[src/rtl/edp_muldiv_seq.sv]
// EBOX EDP multiply/divide step sequencer: radix-4 Booth multiply, non-restoring divide.
// Define EDP_MULDIV_ABORT_EN to add the abort input that cancels an operation in flight.
module edp_muldiv_seq #(
  parameter int MUL_STEPS = 18,
  parameter int DIV_STEPS = 36,
  parameter int CNT_W     = 6
) (
  input  logic             CLK_EDP,
  input  logic             CLK_EBOX_RESET,
  input  logic             start,
  input  logic [1:0]       op,
  input  logic             stall,
`ifdef EDP_MULDIV_ABORT_EN
  input  logic             abort,
`endif
  input  logic [1:0]       mq_lsb,
  input  logic             ad_sign,
  output logic             busy,
  output logic             done,
  output logic             div_ovf,
  output logic [1:0]       ad_func,
  output logic [1:0]       adb_sel,
  output logic             ar_load,
  output logic [1:0]       mq_sel,
  output logic [CNT_W-1:0] step_cnt
);

  localparam logic [1:0] OP_MUL   = 2'b01;
  localparam logic [1:0] OP_DIV   = 2'b10;
  localparam logic [1:0] FN_PASS  = 2'b00;
  localparam logic [1:0] FN_ADD   = 2'b01;
  localparam logic [1:0] FN_SUB   = 2'b10;
  localparam logic [1:0] ADB_FM   = 2'b00;
  localparam logic [1:0] ADB_BRX2 = 2'b01;
  localparam logic [1:0] ADB_BR   = 2'b10;
  localparam logic [1:0] MQ_SHL   = 2'b01;
  localparam logic [1:0] MQ_SHR   = 2'b10;
  localparam logic [1:0] MQ_HOLD  = 2'b11;

  localparam logic [CNT_W-1:0] CNT_ZERO = {CNT_W{1'b0}};
  localparam logic [CNT_W-1:0] CNT_ONE  = CNT_W'(1);
  localparam logic [CNT_W-1:0] CNT_MUL  = CNT_W'(MUL_STEPS);
  localparam logic [CNT_W-1:0] CNT_DIV  = CNT_W'(DIV_STEPS);

  typedef enum logic [2:0] {
    ST_IDLE     = 3'd0,
    ST_MUL_STEP = 3'd1,
    ST_DIV_CHK  = 3'd2,
    ST_DIV_STEP = 3'd3,
    ST_DIV_FIX  = 3'd4,
    ST_DONE     = 3'd5
  } state_e;

  state_e           state_q;
  logic             busy_q;
  logic             div_ovf_q;
  logic             booth_prev_q;
  logic             rem_neg_q;
  logic [CNT_W-1:0] step_cnt_q;

  logic             abort_s;
  logic             abort_hit_s;
  logic             freeze_s;
  logic [1:0]       ad_func_s;
  logic [1:0]       adb_sel_s;
  logic [1:0]       mq_sel_s;
  logic             ar_load_s;
  logic             done_s;

  // Booth triplet {mq_lsb[0], mq_lsb[1], booth_prev} -> {AD function, ADB source}.
  function automatic logic [3:0] booth_decode(input logic [2:0] trip);
    logic [3:0] res;
    case (trip)
      3'b001, 3'b010: res = {FN_ADD, ADB_BR};
      3'b011:         res = {FN_ADD, ADB_BRX2};
      3'b100:         res = {FN_SUB, ADB_BRX2};
      3'b101, 3'b110: res = {FN_SUB, ADB_BR};
      default:        res = {FN_PASS, ADB_BR};
    endcase
    return res;
  endfunction

`ifdef EDP_MULDIV_ABORT_EN
  assign abort_s = abort;
`else
  assign abort_s = 1'b0;
`endif

  // busy_q is high exactly in the abortable states, so abort is ignored in IDLE and DONE.
  assign abort_hit_s = abort_s & busy_q;
  assign freeze_s    = stall | abort_hit_s;

  // Per-state control decode; strobes are acted on by the EDP at the next edge.
  always_comb begin
    ad_func_s = FN_PASS;
    adb_sel_s = ADB_BR;
    ar_load_s = 1'b0;
    mq_sel_s  = MQ_HOLD;
    done_s    = 1'b0;
    case (state_q)
      ST_IDLE: begin
        adb_sel_s = ADB_FM;
      end
      ST_MUL_STEP: begin
        {ad_func_s, adb_sel_s} = booth_decode({mq_lsb[0], mq_lsb[1], booth_prev_q});
        ar_load_s = 1'b1;
        mq_sel_s  = MQ_SHR;
      end
      ST_DIV_CHK: begin
        ad_func_s = FN_SUB;
      end
      ST_DIV_STEP: begin
        ad_func_s = rem_neg_q ? FN_ADD : FN_SUB;
        ar_load_s = 1'b1;
        mq_sel_s  = MQ_SHL;
      end
      ST_DIV_FIX: begin
        if (rem_neg_q) begin
          ad_func_s = FN_ADD;
          ar_load_s = 1'b1;
        end else begin
          ad_func_s = FN_PASS;
          ar_load_s = 1'b0;
        end
      end
      ST_DONE: begin
        done_s = 1'b1;
      end
      default: begin
        ad_func_s = FN_PASS;
      end
    endcase
  end

  assign ad_func  = ad_func_s;
  assign adb_sel  = adb_sel_s;
  assign ar_load  = ar_load_s & ~freeze_s;
  assign mq_sel   = freeze_s ? MQ_HOLD : mq_sel_s;
  assign done     = done_s & ~stall;
  assign busy     = busy_q;
  assign div_ovf  = div_ovf_q;
  assign step_cnt = step_cnt_q;

  // Sequencer state machine; stall freezes every register, abort beats stall.
  always_ff @(posedge CLK_EDP) begin
    if (CLK_EBOX_RESET || abort_hit_s) begin
      state_q      <= ST_IDLE;
      busy_q       <= 1'b0;
      div_ovf_q    <= 1'b0;
      booth_prev_q <= 1'b0;
      rem_neg_q    <= 1'b0;
      step_cnt_q   <= CNT_ZERO;
    end else if (!stall) begin
      case (state_q)
        ST_IDLE: begin
          if (start) begin
            case (op)
              OP_MUL: begin
                state_q      <= ST_MUL_STEP;
                busy_q       <= 1'b1;
                div_ovf_q    <= 1'b0;
                booth_prev_q <= 1'b0;
                step_cnt_q   <= CNT_MUL;
              end
              OP_DIV: begin
                state_q    <= ST_DIV_CHK;
                busy_q     <= 1'b1;
                div_ovf_q  <= 1'b0;
                step_cnt_q <= CNT_DIV;
              end
              default: begin
                state_q <= ST_IDLE;
              end
            endcase
          end
        end
        ST_MUL_STEP: begin
          booth_prev_q <= mq_lsb[0];
          step_cnt_q   <= step_cnt_q - CNT_ONE;
          if (step_cnt_q == CNT_ONE) begin
            state_q <= ST_DONE;
            busy_q  <= 1'b0;
          end
        end
        ST_DIV_CHK: begin
          // A non-negative trial difference means the quotient cannot fit.
          if (!ad_sign) begin
            div_ovf_q <= 1'b1;
            state_q   <= ST_DONE;
            busy_q    <= 1'b0;
          end else begin
            rem_neg_q <= 1'b0;
            state_q   <= ST_DIV_STEP;
          end
        end
        ST_DIV_STEP: begin
          rem_neg_q  <= ad_sign;
          step_cnt_q <= step_cnt_q - CNT_ONE;
          if (step_cnt_q == CNT_ONE) begin
            state_q <= ST_DIV_FIX;
          end
        end
        ST_DIV_FIX: begin
          state_q <= ST_DONE;
          busy_q  <= 1'b0;
        end
        ST_DONE: begin
          state_q <= ST_IDLE;
        end
        default: begin
          state_q <= ST_IDLE;
          busy_q  <= 1'b0;
        end
      endcase
    end
  end

endmodule

[config.mk]
export PLATFORM = sky130hd
export DESIGN_NAME = edp_muldiv_seq
export DESIGN_NICKNAME = d
export VERILOG_FILES = /design/src/rtl/edp_muldiv_seq.sv
export SDC_FILE = /design/constraint.sdc
export NUM_CORES = 1
export LEC_CHECK = 0
export BUFFER_PORTS_ARGS = -buffer_cell sky130_fd_sc_hd__buf_2
export CORE_UTILIZATION = 40
export CTS_BUF_LIST = sky130_fd_sc_hd__clkbuf_8 sky130_fd_sc_hd__clkbuf_16
export CTS_CLUSTER_DIAMETER = 100
export DETAILED_ROUTE_END_ITERATION = 10
export GPL_TIMING_DRIVEN = 0
export PLACE_DENSITY = 0.7
export SLEW_MARGIN = 5
export SYNTH_ARGS = -nofsm -noshare
export SYNTH_HDL_FRONTEND = slang
export SYNTH_SLANG_ARGS = --single-unit
[constraint.sdc]
create_clock -name CLK_EDP -period 1.94 [get_ports CLK_EDP]
set_clock_uncertainty 0.2 [all_clocks]
set_input_delay 0 -clock CLK_EDP [delete_from_list [all_inputs] [get_ports CLK_EDP]]
set_output_delay 0 -clock CLK_EDP [all_outputs]
set_load 0.01 [all_outputs]
# [After elaboration in Yosys (flattened, before gate mapping)]
# Index checks and enable logic that the tools add are counted.
[op_classes] n_addsub=1 eq_ne=22 mux=33 n_bitwise=4 reduce_logical=16
[op_table] op="6-bit one-hot mux with 2 select lines" count=2
[op_table] op="4-bit one-hot mux with 4 select lines" count=1
[op_table] op="3-bit == test, second input constant" count=5
[op_table] op="3-bit one-hot mux with 5 select lines" count=1
[op_table] op="1-bit 2-to-1 mux" count=13
[op_table] op="3-bit by 2-bit == test with 1-bit output, second input constant" count=4
[op_table] op="3-bit 2-to-1 mux" count=4
[op_table] op="2-bit inequality test, second input constant" count=6
[op_table] op="2-bit one-hot mux with 2 select lines" count=3
[op_table] op="4-bit AND reduction" count=3
[op_table] op="2-bit OR reduction" count=5
[op_table] op="1-bit one-hot mux with 2 select lines" count=4
[op_table] op="2-bit one-hot mux with 4 select lines" count=1
[op_table] op="2-bit nonzero test" count=4
[op_table] op="3-bit by 1-bit == test with 1-bit output, second input constant" count=2
[op_table] op="6-bit by 1-bit == test with 1-bit output, second input constant" count=1
[op_table] op="6-bit 2-to-1 mux" count=1
[op_table] op="6-bit AND reduction" count=1
[op_table] op="6-bit by 1-bit subtractor with 6-bit output, second input constant" count=1
[op_table] op="5-bit AND reduction" count=1
[op_table] op="2-bit 2-to-1 mux" count=2
[op_table] op="1-bit one-hot mux with 4 select lines" count=1
[op_table] op="3-bit logical NOT" count=1
[op_table] op="3-bit by 1-bit inequality test with 1-bit output, second input constant" count=1
[op_table] op="other kinds (6)" count=8
[word_totals] regBits=13 inputBits=9 out_inout_bits=16 elab_cells=82

# [Depth between registers and ports, before layout]
[logic_depth] depth_word=5 mapped_depth=6 depth_no_buf=6

# [Least setup slack after synthesis]
# Ideal clock, no wire load.
[synth_timing] kind="flip-flop to flip-flop" start="register step_cnt_q[1], in the netlist step_cnt[1]" end="register state_q[2]" setup_time_ns=0.129 arrival_time_ns=1.330 required_ns=1.611 slack_ns=0.281 stages_incl_launch_ff=7 n_path_buf=0 synth_period_minus_slack_ns=1.659 cell_sequence="dfxtp_1 > inv_1 > ha_1 > nor2b_1 > a311o_1 > a32oi_1 > nor2_1"
[synth_between] elab_chain_len=3 word_cells_on_any_way=4 classes_between="eq/ne: 3; reduce/logical: 1"
[synth_rtl] item="start: declaration" line_no="59" source="logic [CNT_W-1:0] step_cnt_q;"
[synth_rtl] item="start signal: assignment" line_no="179" source="step_cnt_q <= step_cnt_q - CNT_ONE;"
[synth_rtl] item="start signal: assignment" line_no="198" source="step_cnt_q <= step_cnt_q - CNT_ONE;"
[synth_rtl] item="6-bit by 1-bit == test with 1-bit output *" line_no="180, 199"
[synth_rtl] item="2-bit inequality test (no source line)"
[synth_rtl] item="4-bit AND reduction (no source line) *"
[synth_rtl] item="end signal: assignment" line_no="181" source="state_q <= ST_DONE;"
[synth_rtl] item="end signal: assignment" line_no="200" source="state_q <= ST_DIV_FIX;"
[synth_rtl] item="end signal: assignment" line_no="204" source="state_q <= ST_DONE;"
[synth_rtl] item="end: declaration" line_no="54" source="state_e state_q;"
# Every way passes the cells marked *; elsewhere a longest branch is shown, timed or not.
# A chain may end at the register's enable or synchronous reset.

# [Worst setup path in the final report]
[layout_timing] start="register step_cnt_q[0], in the netlist step_cnt[0]" end="register busy_q, in the netlist busy"
[layout_between] elab_chain_len=3
[layout_rtl] item="6-bit by 1-bit == test with 1-bit output" line_no="180" source="if (step_cnt_q == CNT_ONE) begin"
[layout_rtl] item="2-bit inequality test (no source line)"
[layout_rtl] item="6-bit AND reduction (no source line)"
[layout_rtl] item="end signal: assignment" line_no="182" source="busy_q <= 1'b0;"
[layout_rtl] item="end signal: assignment" line_no="190" source="busy_q <= 1'b0;"
[layout_rtl] item="end signal: assignment" line_no="205" source="busy_q <= 1'b0;"
[layout_rtl] item="end: declaration" line_no="55" source="logic busy_q;"
# No other way between the ends.

==> run summary <==
At the end of the flow, the number of nets in the layout was 179. The relative slew slack is 60.5%. The hold slack came out at 0.0814 ns. The worst hold path belongs to the class primary input to register. The first-pass GRT wire length came out at 4240 um.

The number of inserted filler cells in the final layout is 229. The number of antenna diodes in the final layout is 0. A synthesized cell averages 7.67 um2. Entering global routing, the biggest net connects 11 pins. Among all flip-flop cells after synthesis, the most frequent one is sky130_fd_sc_hd__dfxtp_1. The full die area is 2770 um2.

Setup violations remaining at the end of the flow were counted as 0. The post-CTS clock slew at the launch and capture registers of the worst setup and hold paths came out at 0.05 ns. The summed instance area of the synthesized netlist came out at 1030 um2. The fraction of layout instances using a drive strength above 1 came out at 26.2%. The path depth of the worst reg2reg path came out at 5. The highest clock frequency the design can meet came out at 560 MHz. The clock tree from TritonCTS is done. The number of detailed-route iterations in the first pass came out at 4. Synthesis inferred 13 register bits.

The insertion delay to the later sink of the worst-skew pair is 0.24 ns. The distinct cell type count after synthesis came out at 43. Cells fill 54.1% of the core in the end. By startpoint and endpoint, the worst setup path is classified as register to register. The setup slack of the most critical reg-to-reg path is 0.15 ns. The max-slew violation total from the final report is 0.

The floorplan step set the die height to 52.7 um. The aggregate global routing overflow is 0. The via count normalized by instance count came out at 5.67.

The worst hold path passes through 3 cells. The power per unit of standard cell area came out at 563 nW/um2. The final hold violation count is 0.

The sum of negative setup slack is 0 ns. The async set-or-reset flop fraction in the synthesized netlist came out at 0%. The die outline width came out at 52.7 um. The count of max-cap constraint violations is 0. The element type at the critical path end is a register. The worst register-to-register path begins at step_cnt[0]$_SDFFE_PP0P_. The critical path endpoint is busy$_SDFFE_PP0P_. The Yosys step of the flow raised 0 warnings. The number of antenna violations at the first check in global routing came out at 0. The actual slew at the worst max-slew pin is 0.588 ns. The total number of H-tree levels is 1. The synthesis-to-finish area growth is 22.0%. The starting density of the core came out at 44.3%. The overall global routing resource usage came out at 20.3%.

The post-CTS setup repair buffer count came out at 0. The CTS buffer count came out at 3. The clock sink total came out at 13. The total number of vias came out at 1089. The standby leakage power is 0.498 nW. The detailed router's first-iteration violation count is 22. In this run the critical register-to-register path is captured at busy$_SDFFE_PP0P_.

The routed length per instance came out at 13.6 um. The core region area came out at 2320 um2. The aggregate routed wire length is 2620 um. The flow ran to the end, and the final reports show no timing, DRC or antenna violations. The count of port buffers added during placement came out at 23. The final clock period utilization by the worst path came out at 92.0%. The buffer depth of the longest clock path is 2. The number of global-route vias before repair came to 954. During I/O placement, the number of pins put on the boundary was 25.

The DRC violation count after routing came out at 0. The worst setup slack before clock tree synthesis came out at 0.171 ns. Detailed placement ended at an HPWL of 2010 um. The count of mapped cells out of synthesis is 134. The data arrival at the endpoint of the critical path is 1.75 ns. The post-route worst setup slack came out at 0.154 ns. The highest net fanout along the worst path came out at 6. The final critical path time including I/O delays and setup is 1.79 ns.

The worst setup path startpoint is step_cnt[0]$_SDFFE_PP0P_. For the worst setup path, the data required time is 1.91 ns. The number of nets handed over by synthesis was 148. Across the VDD grid, the largest voltage drop is 0.552 mV. The floorplan row count is 17. STA classifies the critical path startpoint as a register. Of the synthesized area, sequential elements account for 25.3%.

Clock tree synthesis selected as its root buffer the cell sky130_fd_sc_hd__clkbuf_8. The synthesized design contains 0 enable-type register cells. Routability-driven placement finished with a final weighted congestion of 0.912. The number of nets still failing antenna checks after routing is 0. Setup repair after global routing left no endpoint under its margin.
-- cells in the mapped netlist (2+ instances only) --
| master | n | area share [%] |
|---|---|---|
| sky130_fd_sc_hd__dfxtp_1 | 13 | 25 |
| sky130_fd_sc_hd__o21ai_0 | 3 | 1.5 |
| sky130_fd_sc_hd__a32oi_1 | 2 | 1.7 |
| sky130_fd_sc_hd__o31ai_1 | 2 | 1.5 |
| sky130_fd_sc_hd__nand3_1 | 5 | 2.4 |
| sky130_fd_sc_hd__nand2_1 | 10 | 3.7 |
| sky130_fd_sc_hd__a21o_1 | 2 | 1.5 |
| sky130_fd_sc_hd__clkbuf_1 | 3 | 1.1 |
| sky130_fd_sc_hd__a21oi_1 | 17 | 8.3 |
| sky130_fd_sc_hd__inv_1 | 8 | 2.9 |
| sky130_fd_sc_hd__nor2_1 | 15 | 5.5 |
| sky130_fd_sc_hd__nor3_1 | 5 | 2.4 |
| sky130_fd_sc_hd__o21ai_1 | 5 | 2.4 |
| sky130_fd_sc_hd__buf_4 | 2 | 1.5 |
| sky130_fd_sc_hd__ha_1 | 5 | 6.1 |
| sky130_fd_sc_hd__nand2b_1 | 5 | 3.0 |
| sky130_fd_sc_hd__a211oi_2 | 2 | 2.4 |
| sky130_fd_sc_hd__buf_2 | 3 | 1.5 |
| sky130_fd_sc_hd__nor2b_1 | 3 | 1.8 |
-- sequential cells by signal, summed over array words and instances, names as in the netlist --
name,flops
booth_prev_q,1
busy,1
div_ovf,1
rem_neg_q,1
state_q,3
step_cnt,6
-- power breakdown --
group	internal [mW]	total (mW)	switching [mW]
Clock	0.139	0.234	0.0948
Sequential	0.279	0.288	0.00945
Combinational	0.0746	0.183	0.109
-- per-stage QoR --
| step | instances | total power, mW | area [um2] |
|---|---|---|---|
| 2_1_floorplan | 134 | 0.419 | 1030 |
| 3_3_place_gp | 185 | 0.466 | 1180 |
| 3_5_place_dp | 185 | 0.471 | 1180 |
| 4_1_cts | 192 | 0.712 | 1250 |
| 5_1_grt | 192 | 0.749 | 1250 |
| 6_report | 192 | 0.706 | 1250 |
-- cell type report --
cell class              count  area, um2  share of cell area (%)
multi-input cells         104        692                    55.2
flip-flops and latches     13        260                    20.8
repair buffers             26        145                    11.6
plain buffers               8       42.5                    3.39
clock buffers               3       41.3                    3.29
well taps                  28       35.0                    2.79
inverters                   9       33.8                    2.69
clock inverters             1       3.75                   0.299
-- worst min path at each step --
stage	from	to	slack (ns)
global route	stall	state_q[2]$_SDFFE_PP0P_	0.09
CTS	stall	state_q[2]$_SDFFE_PP0P_	0.08
global placement	CLK_EBOX_RESET	div_ovf$_SDFFE_PP0P_	0.02
finish	stall	state_q[2]$_SDFFE_PP0P_	0.08
floorplan	CLK_EBOX_RESET	div_ovf$_SDFFE_PP0P_	-0.14
detailed placement	CLK_EBOX_RESET	div_ovf$_SDFFE_PP0P_	0.03
-- layout by cell type, fill, tap and decap left out, drive strengths merged, types with 2 or more instances in the layout --
cell	n
dfxtp	13
nand3	5
a21o	2
dlygate4sd3	3
buf	28
nor2b	3
nor3	6
a21oi	17
a2111oi	2
clkbuf	6
nand2	11
a32oi	2
ha	5
and2	2
a211oi	2
nand2b	5
nor2	15
inv	9
o31ai	2
o21ai	8
-- cell families (layout without fill, tap and decap cells) --
kind of cell	count (synthesis)	count (layout)	synth area share, %
flops	13	13	25.3
fa+ha+maj	5	5	6.09
mux	1	1	0.974
compound gates	41	41	30.8
buf+inv	17	47	7.31
simple gates	57	57	29.5
-- layer usage --
| metal | vias up | wire [um] | global-route usage, % | part of all wire [%] |
|---|---|---|---|---|
| met4 | 0 | 15 | 3.95 | 0.57 |
| met5 | - | 0 | 0 | 0 |
| li1 | 540 | - | - | - |
| met2 | 36 | 1220 | 34.0 | 47 |
| met3 | 2 | 156 | 3.48 | 6.0 |
| met1 | 511 | 1220 | 27.0 | 47 |
-- worst max-delay path: stages (launching register included) --
cell and delay, ns:
sky130_fd_sc_hd__dfxtp_1 0.42, sky130_fd_sc_hd__ha_1 0.17, sky130_fd_sc_hd__nor2b_1 0.22, sky130_fd_sc_hd__a21oi_1 0.18
sky130_fd_sc_hd__a2111oi_4 0.30, sky130_fd_sc_hd__mux2i_1 0.22
-- what timing repair did --
action | CTS | global route
endpoints found under the hold margin | 5 | 0
setup endpoints to repair | 0 | 1
hold buffers | 3 | 0
resized for setup | 0 | 2
Power figures use the tool's default switching activity.
